### src/rtl/compare_match_fifo_if.sv
// compare_match_fifo_if
//  Bundles the comparator-side inputs, the consumer handshake and the status
//  outputs of compare_match_fifo.
//  slave  : the FIFO block (receives valid_in/data_same/data/clear_alarm/out_ready,
//           drives out_valid/out_data/full/empty/count/miss_count/miss_alarm/drop)
//  master : the producer/consumer side driving the block
interface compare_match_fifo_if #(
  parameter int DATAWIDTH = 32,
  parameter int DEPTH     = 8
);
  logic                     valid_in;
  logic                     data_same;
  logic [DATAWIDTH-1:0]     data;
  logic                     clear_alarm;
  logic                     out_ready;
  logic                     out_valid;
  logic [DATAWIDTH-1:0]     out_data;
  logic                     full;
  logic                     empty;
  logic [$clog2(DEPTH):0]   count;
  logic [7:0]               miss_count;
  logic                     miss_alarm;
  logic                     drop;

  modport slave (
    input  valid_in, data_same, data, clear_alarm, out_ready,
    output out_valid, out_data, full, empty, count, miss_count, miss_alarm, drop
  );

  modport master (
    output valid_in, data_same, data, clear_alarm, out_ready,
    input  out_valid, out_data, full, empty, count, miss_count, miss_alarm, drop
  );
endinterface

### src/rtl/compare_match_fifo.sv
// compare_match_fifo
//  Buffers words the comparator flagged as matching in a show-ahead FIFO that is
//  drained with a valid/ready handshake, and tracks the current streak of
//  mismatches, raising a sticky alarm when the streak reaches MISS_LIMIT.
//  Ports:
//   clk  rising-edge clock
//   rst  synchronous active-high reset
//   bus  compare_match_fifo_if.slave
//        in : valid_in, data_same, data, clear_alarm, out_ready
//        out: out_valid, out_data (head word), full, empty, count,
//             miss_count, miss_alarm, drop (one-cycle pulse for a lost match)
module compare_match_fifo #(
  parameter int DATAWIDTH  = 32,
  parameter int DEPTH      = 8,
  parameter int MISS_LIMIT = 4
) (
  input  logic                 clk,
  input  logic                 rst,
  compare_match_fifo_if.slave  bus
);
  localparam int AW = $clog2(DEPTH);
  localparam int CW = AW + 1;
  localparam logic [7:0]    LIMIT = 8'(MISS_LIMIT);
  localparam logic [CW-1:0] FULL_CNT = CW'(DEPTH);

  function automatic logic [7:0] sat_inc(input logic [7:0] m);
    if (m >= LIMIT) return LIMIT;
    return m + 8'd1;
  endfunction

  logic [DATAWIDTH-1:0] mem [DEPTH];
  logic [AW-1:0]        wr_ptr, rd_ptr;
  logic [CW-1:0]        count_r, count_nxt;
  logic                 full_r, empty_r, drop_r;
  logic [7:0]           miss_r, miss_nxt, miss_inc;
  logic                 alarm_r, alarm_nxt;
  logic                 match, mismatch, push, pop, lost;

  // Handshake decode: a pop frees a slot in the same cycle, so a full FIFO
  // still accepts a push while the consumer drains it.
  assign match    = bus.valid_in & bus.data_same;
  assign mismatch = bus.valid_in & ~bus.data_same;
  assign pop      = ~empty_r & bus.out_ready;
  assign push     = match & (~full_r | pop);
  assign lost     = match & full_r & ~pop;

  always_comb begin
    count_nxt = count_r;
    case ({push, pop})
      2'b10:   count_nxt = count_r + CW'(1);
      2'b01:   count_nxt = count_r - CW'(1);
      default: count_nxt = count_r;
    endcase
  end

  // An alarm-setting mismatch wins over clear_alarm in the same cycle.
  always_comb begin
    miss_nxt  = miss_r;
    alarm_nxt = alarm_r;
    miss_inc  = sat_inc(miss_r);
    if (mismatch && miss_inc == LIMIT) begin
      miss_nxt  = LIMIT;
      alarm_nxt = 1'b1;
    end else if (bus.clear_alarm) begin
      miss_nxt  = 8'd0;
      alarm_nxt = 1'b0;
    end else if (match) begin
      miss_nxt  = 8'd0;
    end else if (mismatch) begin
      miss_nxt  = miss_inc;
    end
  end

  // Control state and status flags
  always_ff @(posedge clk) begin
    if (rst) begin
      wr_ptr  <= '0;
      rd_ptr  <= '0;
      count_r <= '0;
      full_r  <= 1'b0;
      empty_r <= 1'b1;
      drop_r  <= 1'b0;
      miss_r  <= 8'd0;
      alarm_r <= 1'b0;
    end else begin
      if (push) wr_ptr <= wr_ptr + AW'(1);
      if (pop)  rd_ptr <= rd_ptr + AW'(1);
      count_r <= count_nxt;
      full_r  <= (count_nxt == FULL_CNT);
      empty_r <= (count_nxt == '0);
      drop_r  <= lost;
      miss_r  <= miss_nxt;
      alarm_r <= alarm_nxt;
    end
  end

  // Storage array
  always_ff @(posedge clk) begin
    if (push && !rst) mem[wr_ptr] <= bus.data;
  end

  // Head word is forced to zero while empty so stale or uninitialised
  // storage never shows on the output; all terms are registered.
  assign bus.out_valid  = ~empty_r;
  assign bus.out_data   = empty_r ? '0 : mem[rd_ptr];
  assign bus.full       = full_r;
  assign bus.empty      = empty_r;
  assign bus.count      = count_r;
  assign bus.miss_count = miss_r;
  assign bus.miss_alarm = alarm_r;
  assign bus.drop       = drop_r;
endmodule

### src/flat_wrapper.sv
// flat-port wrapper written by rule: the top's interface ports become plain ports
module compare_match_fifo_flat 
#(
  parameter int DATAWIDTH  = 32,
  parameter int DEPTH      = 8,
  parameter int MISS_LIMIT = 4
)
  (clk, rst, bus_valid_in, bus_data_same, bus_data, bus_clear_alarm, bus_out_ready, bus_out_valid, bus_out_data, bus_full, bus_empty, bus_count, bus_miss_count, bus_miss_alarm, bus_drop);
  compare_match_fifo_if #(.DATAWIDTH(DATAWIDTH), .DEPTH(DEPTH)) bus_i ();
  input  logic clk;
  input  logic rst;
  input wire logic [$bits(bus_i.valid_in)-1:0] bus_valid_in;
  input wire logic [$bits(bus_i.data_same)-1:0] bus_data_same;
  input wire logic [$bits(bus_i.data)-1:0] bus_data;
  input wire logic [$bits(bus_i.clear_alarm)-1:0] bus_clear_alarm;
  input wire logic [$bits(bus_i.out_ready)-1:0] bus_out_ready;
  output wire logic [$bits(bus_i.out_valid)-1:0] bus_out_valid;
  output wire logic [$bits(bus_i.out_data)-1:0] bus_out_data;
  output wire logic [$bits(bus_i.full)-1:0] bus_full;
  output wire logic [$bits(bus_i.empty)-1:0] bus_empty;
  output wire logic [$bits(bus_i.count)-1:0] bus_count;
  output wire logic [$bits(bus_i.miss_count)-1:0] bus_miss_count;
  output wire logic [$bits(bus_i.miss_alarm)-1:0] bus_miss_alarm;
  output wire logic [$bits(bus_i.drop)-1:0] bus_drop;
  assign bus_i.valid_in = bus_valid_in;
  assign bus_i.data_same = bus_data_same;
  assign bus_i.data = bus_data;
  assign bus_i.clear_alarm = bus_clear_alarm;
  assign bus_i.out_ready = bus_out_ready;
  assign bus_out_valid = bus_i.out_valid;
  assign bus_out_data = bus_i.out_data;
  assign bus_full = bus_i.full;
  assign bus_empty = bus_i.empty;
  assign bus_count = bus_i.count;
  assign bus_miss_count = bus_i.miss_count;
  assign bus_miss_alarm = bus_i.miss_alarm;
  assign bus_drop = bus_i.drop;
  compare_match_fifo #(.DATAWIDTH(DATAWIDTH), .DEPTH(DEPTH), .MISS_LIMIT(MISS_LIMIT)) u_core (.clk(clk), .rst(rst), .bus(bus_i));
endmodule
### config.mk
export PLATFORM = sky130hd
export DESIGN_NAME = compare_match_fifo_flat
export DESIGN_NICKNAME = d
export VERILOG_FILES = /design/src/rtl/compare_match_fifo_if.sv /design/src/rtl/compare_match_fifo.sv /design/src/flat_wrapper.sv
export SDC_FILE = /design/constraint.sdc
export NUM_CORES = 1
export LEC_CHECK = 0
export CORE_ASPECT_RATIO = 0.6
export CORE_UTILIZATION = 50
export DETAILED_ROUTE_END_ITERATION = 8
export HOLD_SLACK_MARGIN = 0.02
export PLACE_DENSITY = 0.69
export SLEW_MARGIN = 40
export SYNTH_ARGS = -nofsm -noshare
export SYNTH_HDL_FRONTEND = slang
export SYNTH_SLANG_ARGS = --single-unit
### constraint.sdc
create_clock -name clk -period 10.6 [get_ports clk]
set_clock_uncertainty 0.2 [all_clocks]
set_input_delay 3.18 -clock clk [delete_from_list [all_inputs] [get_ports clk]]
set_output_delay 3.18 -clock clk [all_outputs]
set_load 0.01 [all_outputs]
; Word level (Yosys, flattened, before mapping)
; Memory sizes are Yosys's and may differ from the RTL's. A register that Yosys moved wholly into a read port is not among the register bits.
; Cells that the tools add are included.
[classes]
n_mux = 15
n_eq_ne = 4
magnitude_cmp = 1
bitwise = 11
n_reduce_logical = 7
n_addsub = 5
[ops]
columns = cell, n
row1 = 2-to-1 mux 32 bit, 1
row2 = 2-to-1 mux 3 bit, 6
row3 = 2-to-1 mux 8 bit, 2
row4 = adder 8 x 1 -> 8 bit (second input constant), 1
row5 = equality test 8 x 3 -> 1 bit (second input constant), 1
row6 = >= comparator 8 x 3 -> 1 bit (second input constant), 1
row7 = case mux 4 bit (2 select lines), 1
row8 = adder 3 x 1 -> 3 bit (second input constant), 2
row9 = AND 1 bit, 6
row10 = 2-to-1 mux 1 bit, 5
row11 = adder 4 x 1 -> 4 bit (second input constant), 1
row12 = equality test 4 bit (second input constant), 1
row13 = zero test 4 bit, 1
row14 = NOT 1 bit, 4
row15 = nonzero test 4 bit, 1
row16 = OR reduction 4 bit, 1
row17 = subtractor 4 x 1 -> 4 bit (second input constant), 1
row18 = equality test 2 x 1 -> 1 bit (second input constant), 1
row19 = equality test 2 bit (second input constant), 1
row20 = logical AND 1 bit, 2
row21 = nonzero test 2 bit, 1
row22 = zero test 1 bit, 1
row23 = bitwise OR 1 bit, 1
[word_totals]
ff_bits = 22
mem_bits_rw = 256
output_inout_bits = 49
elab_cells = 53
memories = 1
[memory_table]
columns = memory, words, width, read_ports, rd_ports_with_merged_regs, write_ports, line
row1 = u_core.mem, 8, 32, 1, 1, 1, compare_match_fifo.sv:31  ; logic [DATAWIDTH-1:0] mem [DEPTH];

; Depth between registers and ports, before layout
[logic_depth]
word_depth = 7
ltp_mapped = 11

; Least setup slack after synthesis
; Ideal clock, no wire load.
[synth_path]
path_type = input -> register
startpoint = input port bus_out_ready
endpoint = memory u_core.mem[6][0], enable pin
cell_stages = 4
setup_ns = 0.502
required_ns = 9.898
t_arrival_ns = 6.617
path_slack_ns = 3.281
path_cell_list = nand2b_4 > a21oi_4 > inv_2 > nor4_1
[synth_between]
elab_chain_cells = 6
[synth_rtl]
columns = element, line
row1 = from (decl), flat_wrapper.sv:16  ; input wire logic [$bits(bus_i.out_ready)-1:0] bus_out_ready;
row2 = AND 1 bit, compare_match_fifo.sv:43  ; assign pop = ~empty_r & bus.out_ready;
row3 = bitwise OR 1 bit, compare_match_fifo.sv:44  ; assign push = match & (~full_r | pop);
row4 = AND 1 bit, compare_match_fifo.sv:44
row5 = logical AND 1 bit, compare_match_fifo.sv:99  ; if (push && !rst) mem[wr_ptr] <= bus.data;
row6 = 2-to-1 mux 1 bit, compare_match_fifo.sv:99
row7 = 2-to-1 mux 1 bit (implied by the code), compare_match_fifo.sv:99
row8 = to (decl), compare_match_fifo.sv:31
; No other way between the ends.

==> results.toml <==
[yosys]
ys_seq_area_frac = 0.7471
synth_edf_count = 256
yosys_register_bits = 281
yosys_most_used_dff = "edfxtp_1"
synthAdderAreaFrac = 0.007992
ys_warn_count = 0
synth_cell_types = 45
synthCells = 538
syn_area_per_cell_um2 = 20.37
syn_nets = 583
ys_async_sr_fraction = 0
synth_top_family_by_area = "multiplexers"
synth_area_um2 = 10960
synthSimpleGateAreaFrac = 0.04236
muxShareOfSynthArea = 0.1639
synth_compound_area_frac = 0.01518
synth_xor_area_frac = 0.004795

[clock_tree]
cts_hold_buffers = 0
ctsResizeCount = 0
root_buffer = "clkbuf_16"
cts_buffers = 25
cts_setup_buffers = 0
clock-sinks = 281
clkTransAtPathRegs_ns = 0.06
clk_latency_ns = 0.51
cts-htree-levels = 1
cts_tree = "built"
clk_path_buf_depth = 3

[sta]
hold_slack_ns = 0.2901
tightest_slew_ns = 0.7418
setup_viol = 0
period_needed_ns = 6.466
max_slew_margin = 0.5054
finalSetupTns_ns = 0
min_period_over_period = 0.6100
hold_viol = 0
rsz0062_at_grt = "no"
finalMaxSlewViolations = 0
fmax_ghz = 0.1547

[critical_path]
required_ns = 7.22
start_kind = "flop"
cp.arrival_ns = 3.09
crit_fanout = 52
endpoint_kind = "output port"
crit_type = "flop to output port"

[pwr]
p_per_area_nw_per_um2 = 192.7
ir_drop_uv = 106.9
p_leak_uw = 0.003973

[cells_and_area]
final_nets = 682
multi_input_area_um2 = 2628
finalCoreUtilization = 0.6076
area_growth_pct = 17.74
regArea_um2 = 8198
fillers = 1525
antenna_cells = 0
drive_gt1_frac = 0.1957

[global_routing]
antenna_found_initial = 1
grt_overflow = 0
grt_max_degree = 65
grt_usage = 0.1922
grt_pass1_wl_um = 31800
grt_pass1_vias = 5469

[placed_design]
place.detailed.hpwl_um = 11570
port-buffer-count = 86
gp_congestion = 0.8000

[routing]
ant_nets = 0
drt_iter0_markers = 385
wl_per_cell_um = 22.03
drcViolationCount = 3
vias = 5268
drtPass1Iterations = 8
vias_per_cell = 5.646
drt-total-wl_um = 20550

[hold_path]
hold_path.class = "flop to flop"

[job]
drv_cap = 0

[floorplan]
dieHeight_um = 116.7
fp-row-count = 41
start_util = 0.5160
coreArea_um2 = 21240
die-area_um2 = 22530
die_w_um = 193.1
ios = 87

[run_status]
violations = "design-rule violations"
status = "finished, violations left"
-- stage by stage --
stage               area (µm²)  power [µW]  worst slack [ns]  cells
floorplan                10960        1525             3.281    538
global placement         12120        1662             4.154    889
detailed placement       12160        1672             4.283    889
CTS                      12910        2513             4.020    933
global route             12900        2584             3.849    933
finish                   12900        2486             4.134    933
-- worst paths after layout --
| check | from | to | slack, ns | cells past startpoint |
|---|---|---|---|---|
| worst max-delay path | flop | bus_out_data[10] | 4.13 | 5 |
| worst min-delay path | u_core.bus.miss_alarm | u_core.bus.miss_alarm | 0.29 | 2 |
| worst max register to register | u_core.bus.empty | u_core.bus.empty | 7.56 | 9 |
| worst min register to register | u_core.bus.miss_alarm | u_core.bus.miss_alarm | 0.29 | 2 |
-- cell usage after synthesis (4+ instances only) --
| cell type | n | area [µm²] |
|---|---|---|
| a21oi_1 | 5 | 25.02 |
| and2_1 | 5 | 31.28 |
| buf_2 | 9 | 45.04 |
| buf_6 | 9 | 101.4 |
| clkbuf_1 | 6 | 22.52 |
| dfxtp_1 | 25 | 500.5 |
| edfxtp_1 | 256 | 7687 |
| ha_1 | 7 | 87.58 |
| inv_1 | 7 | 26.28 |
| mux2i_1 | 34 | 340.3 |
| mux4_2 | 64 | 1441 |
| nand2_1 | 10 | 37.54 |
| nor2_1 | 45 | 168.9 |
| nor3_1 | 6 | 30.03 |
| nor3b_1 | 5 | 37.54 |
| xor2_1 | 4 | 35.03 |
-- per-layer routing --
| layer | global-route usage | share of wire |
|---|---|---|
| met3 | 0.03516 | 0.043 |
| met4 | 0.03594 | 0.013 |
| met1 | 0.2839 | 0.47 |
| met5 | 0 | 0.00083 |
| met2 | 0.3052 | 0.47 |
-- area by class of cell --
class	count	share of cell area
clock buffers	39	0.05488
clock inverters	5	0.003491
inverters	8	0.002327
multi-input cells	224	0.2036
flip-flops and latches	281	0.6353
well taps	279	0.02705
repair buffers	97	0.07331
-- worst max-delay path, cell delays in order (launching register included) --
cell	delay (ns)
dfxtp_4	0.52
buf_6	0.63
mux4_2	0.60
mux2i_1	0.16
nor2_1	0.11
clkdlybuf4s50_1	0.54
-- layout by cell type, fill, tap and decap left out, types with 3 or more instances in the layout --
cell type,n
nor3_1,5
clkbuf_8,3
clkdlybuf4s50_1,85
clkbuf_16,25
and2_1,5
nand2b_1,3
clkbuf_1,11
buf_4,9
dfxtp_1,21
a21oi_1,5
mux4_2,64
xor2_1,4
mux2i_1,34
inv_1,7
nand2_1,10
clkinv_1,4
nor2b_1,3
edfxtp_1,256
nor2_1,44
ha_1,7
-- state kept, by name, summed over array words and instances, names as in the netlist, named ones only --
register	count
u_core.bus.full	1
u_core.bus.miss_alarm	1
u_core.rd_ptr	3
u_core.bus.count	4
u_core.wr_ptr	3
u_core.mem	256
u_core.bus.empty	1
u_core.bus.drop	1
u_core.bus.miss_count	8
-- cells by family (layout without fill, tap and decap cells) --
logic type      Yosys count  in the layout
simple gates             91             91
fa+ha+maj                 7              7
xor+xnor                  6              6
mux                      99             99
buf+inv                  33            149
compound gates           21             21
flops                   281            281
-- report_power, final --
part           switching, µW  internal [µW]  leakage, µW
sequential              44.6           1230      0.00251
clock                    365            480     0.000363
combinational            158            209      0.00110
total                    568           1920      0.00397
No activity file was read; power rests on OpenSTA's default activity.
